==> src/rtl/uart_tx_arbiter.sv <==
// uart_tx_arbiter: round-robin arbiter sharing one UART transmitter among
// NREQ requesters. Grants one requester, latches its word, pulses TxNewData,
// then returns Ack on the transmitter's DoneTx rising edge.
// Ports: CLK_Baudin/RstArb (sync, active-high); Req/ReqData from requesters;
// Gnt/Ack/Err/Busy back to them; TxData/TxNewData/TxRst/DoneTx to the TX.
// Macro UART_TX_ARB_TIMEOUT_EN adds a watchdog that aborts a frame after
// TIMEOUT cycles with Err and a TxRst pulse; otherwise Err/TxRst are 0.
module uart_tx_arbiter #(
  parameter int SIZE    = 32,
  parameter int NREQ    = 4,
  parameter int TIMEOUT = 140
) (
  input  logic                 CLK_Baudin,
  input  logic                 RstArb,
  input  logic [NREQ-1:0]      Req,
  input  logic [NREQ*SIZE-1:0] ReqData,
  output logic [NREQ-1:0]      Gnt,
  output logic [NREQ-1:0]      Ack,
  output logic [NREQ-1:0]      Err,
  output logic                 Busy,
  output logic [SIZE-1:0]      TxData,
  output logic                 TxNewData,
  output logic                 TxRst,
  input  logic                 DoneTx
);

  localparam int PW = $clog2(NREQ);

  typedef enum logic [1:0] {
    IDLE      = 2'd0,
    WAIT_DONE = 2'd1,
    RELEASE   = 2'd2
  } state_t;

  state_t          state;
  state_t          state_nxt;
  logic [PW-1:0]   ptr;
  logic [PW-1:0]   sel;
  logic [PW-1:0]   pick;
  logic [PW-1:0]   sel_inc;
  logic            found;
  logic            done_q;
  logic            done_rise;
  logic            timeout;
  logic [NREQ-1:0] pick_oh;
  logic [NREQ-1:0] sel_oh;
  logic [SIZE-1:0] words [NREQ];

  always_comb begin
    for (int i = 0; i < NREQ; i++) begin
      words[i] = ReqData[i*SIZE +: SIZE];
    end
  end

  // Scan from ptr upward; iterate backwards so the nearest index wins.
  always_comb begin
    int            j;
    logic [PW-1:0] idx;
    j     = 0;
    idx   = '0;
    found = 1'b0;
    pick  = '0;
    for (int k = NREQ-1; k >= 0; k--) begin
      j = int'(ptr) + k;
      if (j >= NREQ) j = j - NREQ;
      idx = PW'(j);
      if (Req[idx]) begin
        found = 1'b1;
        pick  = idx;
      end
    end
  end

  assign sel_inc   = (sel == PW'(NREQ-1)) ? '0 : sel + 1'b1;
  assign pick_oh   = NREQ'(1) << pick;
  assign sel_oh    = NREQ'(1) << sel;
  // Only a fresh edge counts: DoneTx may still be high from the last frame.
  assign done_rise = DoneTx & ~done_q;

  always_ff @(posedge CLK_Baudin) begin
    if (RstArb) state <= IDLE;
    else        state <= state_nxt;
  end

  always_comb begin
    state_nxt = state;
    unique case (state)
      IDLE:      if (found) state_nxt = WAIT_DONE;
      WAIT_DONE: if (done_rise || timeout) state_nxt = RELEASE;
      RELEASE:   state_nxt = IDLE;
      default:   state_nxt = IDLE;
    endcase
  end

  always_comb begin
    Busy = (state != IDLE);
  end

  always_ff @(posedge CLK_Baudin) begin
    if (RstArb) begin
      Gnt       <= '0;
      Ack       <= '0;
      TxData    <= '0;
      TxNewData <= 1'b0;
      ptr       <= '0;
      sel       <= '0;
      done_q    <= 1'b0;
    end else begin
      done_q <= DoneTx;
      unique case (state)
        IDLE: begin
          if (found) begin
            Gnt       <= pick_oh;
            TxData    <= words[pick];
            TxNewData <= 1'b1;
            sel       <= pick;
          end
        end
        WAIT_DONE: begin
          TxNewData <= 1'b0;
          if (done_rise) Ack <= sel_oh;
          if (done_rise || timeout) ptr <= sel_inc;
        end
        RELEASE: begin
          Ack <= '0;
          Gnt <= '0;
        end
        default: ;
      endcase
    end
  end

`ifdef UART_TX_ARB_TIMEOUT_EN
  localparam int TW = $clog2(TIMEOUT+1);

  logic [TW-1:0] timer;

  assign timeout = (timer == TW'(TIMEOUT-1));

  always_ff @(posedge CLK_Baudin) begin
    if (RstArb) begin
      timer <= '0;
      Err   <= '0;
      TxRst <= 1'b0;
    end else begin
      unique case (state)
        IDLE: if (found) timer <= '0;
        WAIT_DONE: begin
          if (timer != TW'(TIMEOUT)) timer <= timer + 1'b1;
          // A completion in the timeout cycle still counts as success.
          if (timeout && !done_rise) begin
            Err   <= sel_oh;
            TxRst <= 1'b1;
          end
        end
        RELEASE: begin
          Err   <= '0;
          TxRst <= 1'b0;
        end
        default: ;
      endcase
    end
  end
`else
  logic unused_timeout;

  assign unused_timeout = ^TIMEOUT;
  assign timeout        = 1'b0;
  assign Err            = '0;
  assign TxRst          = 1'b0;
`endif

endmodule

==> config.mk <==
export PLATFORM = sky130hd
export DESIGN_NAME = uart_tx_arbiter
export DESIGN_NICKNAME = d
export VERILOG_FILES = /design/src/rtl/uart_tx_arbiter.sv
export SDC_FILE = /design/constraint.sdc
export NUM_CORES = 1
export LEC_CHECK = 0
export ABC_CLOCK_PERIOD_IN_PS = 2400
export CAP_MARGIN = 20
export CORE_MARGIN = 5
export CORE_UTILIZATION = 38
export DETAILED_ROUTE_END_ITERATION = 12
export GPL_TIMING_DRIVEN = 0
export PLACE_DENSITY_LB_ADDON = 0.12
export SYNTH_ARGS = -nofsm -noshare
export SYNTH_HDL_FRONTEND = slang
export SYNTH_SLANG_ARGS = --single-unit
==> constraint.sdc <==
create_clock -name CLK_Baudin -period 2.4 [get_ports CLK_Baudin]
set_input_delay 0.24 -clock CLK_Baudin [delete_from_list [all_inputs] [get_ports CLK_Baudin]]
set_output_delay 0.24 -clock CLK_Baudin [all_outputs]
set_load 0.005 [all_outputs]
==> flow_summary_export.csv, run 1 <==
group,metric,value,unit
run_status,status,"finished clean",
synthesis,yosysWarnings,0,
clock_network,cts_buffers,5,
grt,grt_overflow,0,
floorplan,die_h,99.01,um
sta,final_hold_viol_count,0,
clock_network,cts_tree,"built",
sta,tightest_slew,0.5141,ns
synthesis,synth_cells,327,
power_and_ir_drop,leakage,1.915,nW
place,port_buffers,174,
grt,grt_max_degree,17,
synthesis,syn_avg_cell_area,9.206,sq um
power_and_ir_drop,ir_drop,257.6,uV
place,place_area,4895,sq um
final_layout,num_antenna_cells,0,
critical_path,cp.required,2.61,ns
final_layout,drive_gt1_share,11.89,%
sta,fmax,454.1,MHz
final_layout,syn2layout_area_growth,65.63,%
hold_path,whs_path_depth,2,
sta,relSlewSlack,65.73,%
clock_network,worstSkewPairLatency,0.31,ns
floorplan,core-area,7727,sq um
power_and_ir_drop,combPwrFrac,36.8,%
critical_path,crit_fanout,10,
synthesis,mappedNetlistArea,3010,sq um
clock_network,cts_resized,0,
critical_path,start_kind,"input port",
sta,finalSetupViolations,0,
critical_path,rrSetupSlack,0.32,ns
final_layout,final_nets,651,
power_and_ir_drop,pwr-share-seq,40.5,%
clock_network,cts_sinks,48,
grt,grt-busiest-layer,"met2",
synthesis,synthDistinctLibCells,41,
sta,fin_crit,2.202,ns
hold_path,min_from,"RstArb",
route,routed_via_density,5.577,
grt,use_met2,40.24,%
synthesis,yosysSeqAreaShare,31.92,%
clock_network,htree_levels,2,
synthesis,synth_flop_cell,"dfxtp_1",
grt,grtUsageMet1,27.00,%
final_layout,final_area,4986,sq um
clock_network,cts_setup_buffers,0,
critical_path,reg2reg_to,"TxData[24]$_SDFFE_PP0P_",
grt,globalRouteTotalUtil,22.79,%
flow_run,maxCapViolCount,0,
sta,clock_skew,0.006222,ns
power_and_ir_drop,finalPower,0.002275,W
hold_path,min-delay-path-class,"in2reg",
route,routed_wl,11630,um
clock_network,cts_hold_buf,0,
place,hpwl,8899,um
route,wire_per_inst,18.91,um
sta,slew_violations,0,
power_and_ir_drop,power_frac_clock,22.8,%
grt,grt_pass1_wl,18370,um
hold_path,min_to,"done_q$_SDFF_PP0_",
route,firstDrtPassIters,5,
floorplan,rows,32,
grt,grt_util_met3,6.653,%
sta,fin_crit_sh,91.75,%
critical_path,cp.arrival,2.41,ns
synthesis,synth_edf_count,0,
clock_network,clockBufferDepth,2,
critical_path,reg2reg_from,"ptr[1]$_SDFFE_PP0P_",
power_and_ir_drop,power.switching,0.0006687,W
power_and_ir_drop,p_int,0.001606,W
sta,rsz0062_at_grt,"no",
synthesis,async_reset_ff_share,0,%
route,vias,3430,
clock_network,path_clk_slew,0.10,ns
power_and_ir_drop,p_per_area,456.3,nW/um^2
power_and_ir_drop,swShare,29.39,%
floorplan,fp.dieW,99.01,um
critical_path,ff2ff_path_depth,7,
route,drc,0,
critical_path,critPathKind,"in2reg",
synthesis,ys_seq_elements,48,
route,drt_iter0_drc,114,
floorplan,start_util,38.96,%
grt,grt_pass1_vias,3617,
route,drtAntennaViolNets,0,
grt,antenna_found_initial,0,
place,gp_congestion,0.8268,
clock_network,cts_root_buffer,"clkbuf_8",
floorplan,io_pins,182,
floorplan,dieArea,9802,sq um
critical_path,end_kind,"flop",
-- layout by cell type, fill, tap and decap left out, types with 6 or more instances in the layout --
cell type / instances
a21oi_1: 40
a221o_1: 31
buf_2: 7
buf_4: 6
clkbuf_1: 23
clkdlybuf4s50_1: 174
dfxtp_1: 48
mux2_4: 26
nand2_1: 12
nand4_1: 31
nor2_1: 13
o31ai_1: 31
-- Yosys cell counts (2+ instances only) --
cell type | n | area, sq um
dfxtp_1 | 48 | 960.9
a21oi_1 | 40 | 200.2
a221o_1 | 31 | 310.3
nand4_1 | 31 | 193.9
o31ai_1 | 31 | 232.7
mux2_4 | 26 | 390.4
clkbuf_1 | 23 | 86.33
nor2_1 | 13 | 48.80
nand2_1 | 12 | 45.04
buf_2 | 7 | 35.03
buf_4 | 6 | 45.04
mux2_2 | 5 | 56.30
a32oi_1 | 4 | 35.03
ha_1 | 4 | 50.05
nand3_1 | 4 | 20.02
nor2b_1 | 4 | 25.02
nor3_1 | 4 | 20.02
buf_6 | 3 | 33.78
inv_1 | 3 | 11.26
a2111oi_0 | 2 | 17.52
mux2i_1 | 2 | 20.02
nand2b_1 | 2 | 12.51
o21ai_0 | 2 | 10.01
o21bai_1 | 2 | 15.01
or2_2 | 2 | 12.51
-- metal layers --
layer,wire length (um),part of all wire [%],up-vias
li1,-,-,1653
met1,4761,41,1616
met2,5634,48,149
met3,1076,9.3,12
met4,155,1.3,0
met5,0,0,-
-- cell type report --
type                       count  area (sq um)
multi-input combinational    240          1849
tap                          102         127.6
inverter                       3         11.26
timing repair buffer         174          1742
clock buffer                   5         68.82
clock inverter                 3         22.52
fill                         674          2741
buffer                        40         203.9
sequential                    48         960.9
-- how the worst max path moves through the flow --
| stage | startpoint | to | slack (ns) | cells past startpoint |
|---|---|---|---|---|
| 2_1_floorplan | ptr[1]$_SDFFE_PP0P_ | TxData[0]$_SDFFE_PP0P_ | 0.54 | 7 |
| 4_1_cts | Req[1] | TxData[30]$_SDFFE_PP0P_ | 0.22 | 7 |
| 3_5_place_dp | Req[0] | TxData[21]$_SDFFE_PP0P_ | -0.11 | 8 |
| 3_3_place_gp | Req[1] | TxData[23]$_SDFFE_PP0P_ | -0.06 | 7 |
| 5_1_grt | Req[0] | TxData[30]$_SDFFE_PP0P_ | 0.08 | 7 |
| 6_report | Req[0] | TxData[30]$_SDFFE_PP0P_ | 0.20 | 7 |
-- kinds of logic (layout without fill, tap and decap cells) --
logic type | count (synthesis) | in the layout | synth area share, %
AO/OA/AOI/OAI | 118 | 118 | 28.84
AND/OR/NAND/NOR | 80 | 80 | 14.80
adder cells (fa/ha/maj) | 4 | 4 | 1.663
flip-flops | 48 | 48 | 31.92
buffers and inverters | 43 | 225 | 7.148
other | 1 | 5 | 0.1246
multiplexers | 33 | 33 | 15.50
-- power groups by stage --
stage / combinational (W) / sequential, W / clock [W]
finish: 0.000837 / 0.000920 / 0.000518
global route: 0.000899 / 0.000932 / 0.000564
CTS: 0.000839 / 0.000920 / 0.000536
detailed placement: 0.000835 / 0.000938 / 0
global placement: 0.000821 / 0.000934 / 0
floorplan: 0.000373 / 0.000940 / 0
-- flip-flops by register name, indices dropped and copies added, names as in the netlist --
| name | count |
|---|---|
| state | 2 |
| ptr | 2 |
| Ack | 4 |
| TxNewData | 1 |
| TxData | 32 |
| Gnt | 4 |
| sel | 2 |
| done_q | 1 |
-- through the flow --
stage	hold slack, ns	setup slack [ns]	cells	util (%)	TNS [ns]
detailed placement	0.4614	-0.1102	607	63.34	-2.204
finish	0.3324	0.1981	615	64.52	0
CTS	0.3117	0.2239	615	64.52	0
global placement	0.4591	-0.06162	607	63.34	-0.9758
global route	0.3587	0.07583	615	64.52	0
floorplan	0.3682	0.5377	331	-	0
-- worst max-delay path: stages --
cell             delay (ns)
clkdlybuf4s50_1        0.51
nor4_1                 0.45
nor2_2                 0.17
o2111ai_1              0.24
clkbuf_1               0.42
a21oi_1                0.10
a221o_1                0.28
Power figures use the tool's default switching activity.
==> inputs of run 2 (changes only) <==
--- a/config.mk
+++ b/config.mk
@@ -5,10 +5,10 @@
 export SDC_FILE = /design/constraint.sdc
 export NUM_CORES = 1
 export LEC_CHECK = 0
-export ABC_CLOCK_PERIOD_IN_PS = 2400
+export ABC_CLOCK_PERIOD_IN_PS = 2000
 export CAP_MARGIN = 20
-export CORE_MARGIN = 5
-export CORE_UTILIZATION = 38
+export CORE_MARGIN = 4
+export CORE_UTILIZATION = 34
 export DETAILED_ROUTE_END_ITERATION = 12
 export GPL_TIMING_DRIVEN = 0
 export PLACE_DENSITY_LB_ADDON = 0.12
==> constraint.sdc (replaced) <==
create_clock -name CLK_Baudin -period 2 [get_ports CLK_Baudin]
set_input_delay 0.2 -clock CLK_Baudin [delete_from_list [all_inputs] [get_ports CLK_Baudin]]
set_output_delay 0.2 -clock CLK_Baudin [all_outputs]
set_load 0.005 [all_outputs]
==> flow_summary_export.csv, run 2 (synthesis gave the netlist of run 1 again) <==
group,metric,value,unit
run_status,status,"finished clean",
place,hpwl,8341,um
clock_network,path_clk_slew,0.11,ns
final_layout,drive_gt1_share,15.34,%
critical_path,path_cells,"mux2i_2 > or2_1 > buf_6 > nand3_4 > buf_8 > mux2_4 > a221o_1",
clock_network,htree_levels,2,
final_layout,num_antenna_cells,0,
power_and_ir_drop,leakage,1.999,nW
floorplan,fp.dieW,102.1,um
critical_path,cp.required,2.21,ns
sta,relSlewSlack,64.59,%
sta,tightest_slew,0.5312,ns
power_and_ir_drop,p_int,0.002077,W
grt,grt_max_degree,17,
place,gp_congestion,0.7809,
critical_path,crit_slowest_cell,"dfxtp_4",
floorplan,die_h,102.1,um
clock_network,cts_sinks,48,
floorplan,rows,34,
route,vias,3415,
clock_network,cts_buffers,5,
grt,grt_pass1_wl,16990,um
route,firstDrtPassIters,4,
grt,antenna_found_initial,0,
sta,fin_crit,1.935,ns
route,drt_iter0_drc,110,
hold_path,min-delay-path-class,"in2reg",
critical_path,end_kind,"flop",
route,routed_via_density,5.482,
final_layout,fin_util,58.98,%
sta,setup_tns,0,ns
route,drc,0,
power_and_ir_drop,p_per_area,568.1,nW/um^2
clock_network,cts_hold_buf,0,
floorplan,start_util,34.69,%
critical_path,critical-path-max-stage-delay,0.38,ns
grt,globalRouteTotalUtil,20.24,%
route,wire_per_inst,18.13,um
power_and_ir_drop,combPwrFrac,35.6,%
sta,final_hold_viol_count,0,
place,port_buffers,174,
route,drtAntennaViolNets,0,
floorplan,io_pins,182,
critical_path,critPathKind,"reg2reg",
floorplan,dieArea,10420,sq um
flow_run,maxCapViolCount,0,
power_and_ir_drop,power_frac_clock,26.5,%
clock_network,clockBufferDepth,2,
sta,slew_violations,0,
power_and_ir_drop,finalPower,0.002908,W
clock_network,cts_root_buffer,"clkbuf_8",
grt,grt_overflow,0,
final_layout,largestRegisters,"TxData: 32 flops, Ack: 4 flops, Gnt: 4 flops",
final_layout,syn2layout_area_growth,70.03,%
grt,grt_pass1_vias,3468,
final_layout,final_common_cell,"clkdlybuf4s50_1",
clock_network,cts_tree,"built",
final_layout,final_nets,653,
final_layout,largest-register,"TxData",
route,routed_wl,11300,um
clock_network,worstSkewPairLatency,0.31,ns
sta,finalSetupViolations,0,
final_layout,largest_reg_flops,32,
critical_path,crit_family,"multiplexers",
sta,fin_crit_sh,96.74,%
power_and_ir_drop,ir_drop,280.2,uV
critical_path,cp.arrival,2.15,ns
power_and_ir_drop,swShare,28.59,%
critical_path,critPathBufInv,2,
final_layout,final_cell_mix,"clkdlybuf4s50_1, dfxtp_1, a21oi_1",
critical_path,crit_fanout,10,
critical_path,start_kind,"flop",
floorplan,core-area,8678,sq um
sta,rsz0062_at_grt,"yes",
power_and_ir_drop,pwr-share-seq,37.9,%
sta,clock_skew,0.009510,ns
power_and_ir_drop,power.switching,0.0008315,W
sta,fmax,516.8,MHz
[run 2: cell count changes in the layout (fill, tap and decap cells not counted), moves of 2 or more]
cell and delta:
dlymetal6s2s_1 +2, clkdlybuf4s50_1 -3, clkbuf_1 -8, buf_12 +2, clkbuf_2 +8
[run 2: worst register-to-register path, cell delays in order, from the launching register on]
cell,delay (ns)
dfxtp_4,0.38
mux2i_2,0.15
or2_1,0.23
buf_6,0.14
nand3_4,0.13
buf_8,0.19
mux2_4,0.32
a221o_1,0.30
[run 2: worst paths after layout]
path                        from                endpoint  slack, ns  cells past startpoint
max          ptr[1]$_SDFFE_PP0P_  TxData[1]$_SDFFE_PP0P_       0.07                      7
min                       RstArb       done_q$_SDFF_PP0_       0.30                      2
max reg2reg  ptr[1]$_SDFFE_PP0P_  TxData[1]$_SDFFE_PP0P_       0.07                      7
min reg2reg  Ack[2]$_SDFFE_PP0P_     Ack[2]$_SDFFE_PP0P_       0.47                      2
[run 2: metal layers]
metal | up-vias | part of all wire (%) | GRT usage [%]
met5 | - | 0 | 0
met4 | 0 | 1.0 | 4.137
met3 | 10 | 8.9 | 5.051
met2 | 136 | 47 | 35.38
met1 | 1611 | 43 | 25.27
li1 | 1658 | - | -
[run 2: through the flow]
stage / area (sq um) / worst slack, ns / instances / hold WS [ns]
final: 5119 / 0.06517 / 623 / 0.2957
after global placement: 4902 / -0.4454 / 613 / 0.4570
after floorplan: 3025 / 0.1377 / 331 / 0.3282
after CTS: 5071 / -0.001181 / 624 / 0.2732
after detailed placement: 4902 / -0.4972 / 613 / 0.4618
after global routing: 5119 / -0.05063 / 623 / 0.3354
[run 2: layout make-up]
class	count	area [sq um]
well taps	108	135.1
plain buffers	39	225.2
fillers	776	3560
clock inverters	3	46.29
repair buffers	177	1780
clock buffers	5	68.82
flip-flops and latches	48	964.7
multi-input cells	240	1887
inverters	3	11.26
[run 2: power by group through the flow]
stage / logic (W) / clock network (W) / registers (W)
floorplan: 0.000448 / 0 / 0.00113
global placement: 0.000986 / 0 / 0.00112
detailed placement: 0.000998 / 0 / 0.00112
CTS: 0.00102 / 0.000788 / 0.00110
global route: 0.00111 / 0.000820 / 0.00111
finish: 0.00103 / 0.000770 / 0.00110
[run 2: repair_timing]
| item | 4_1_cts | 5_1_grt |
|---|---|---|
| pin swaps | 1 | 2 |
| setup buffers | 3 | 0 |
| gates resized for setup | 9 | 22 |
| hold endpoints to repair | 0 | 0 |
| setup endpoints to repair | 30 | 34 |
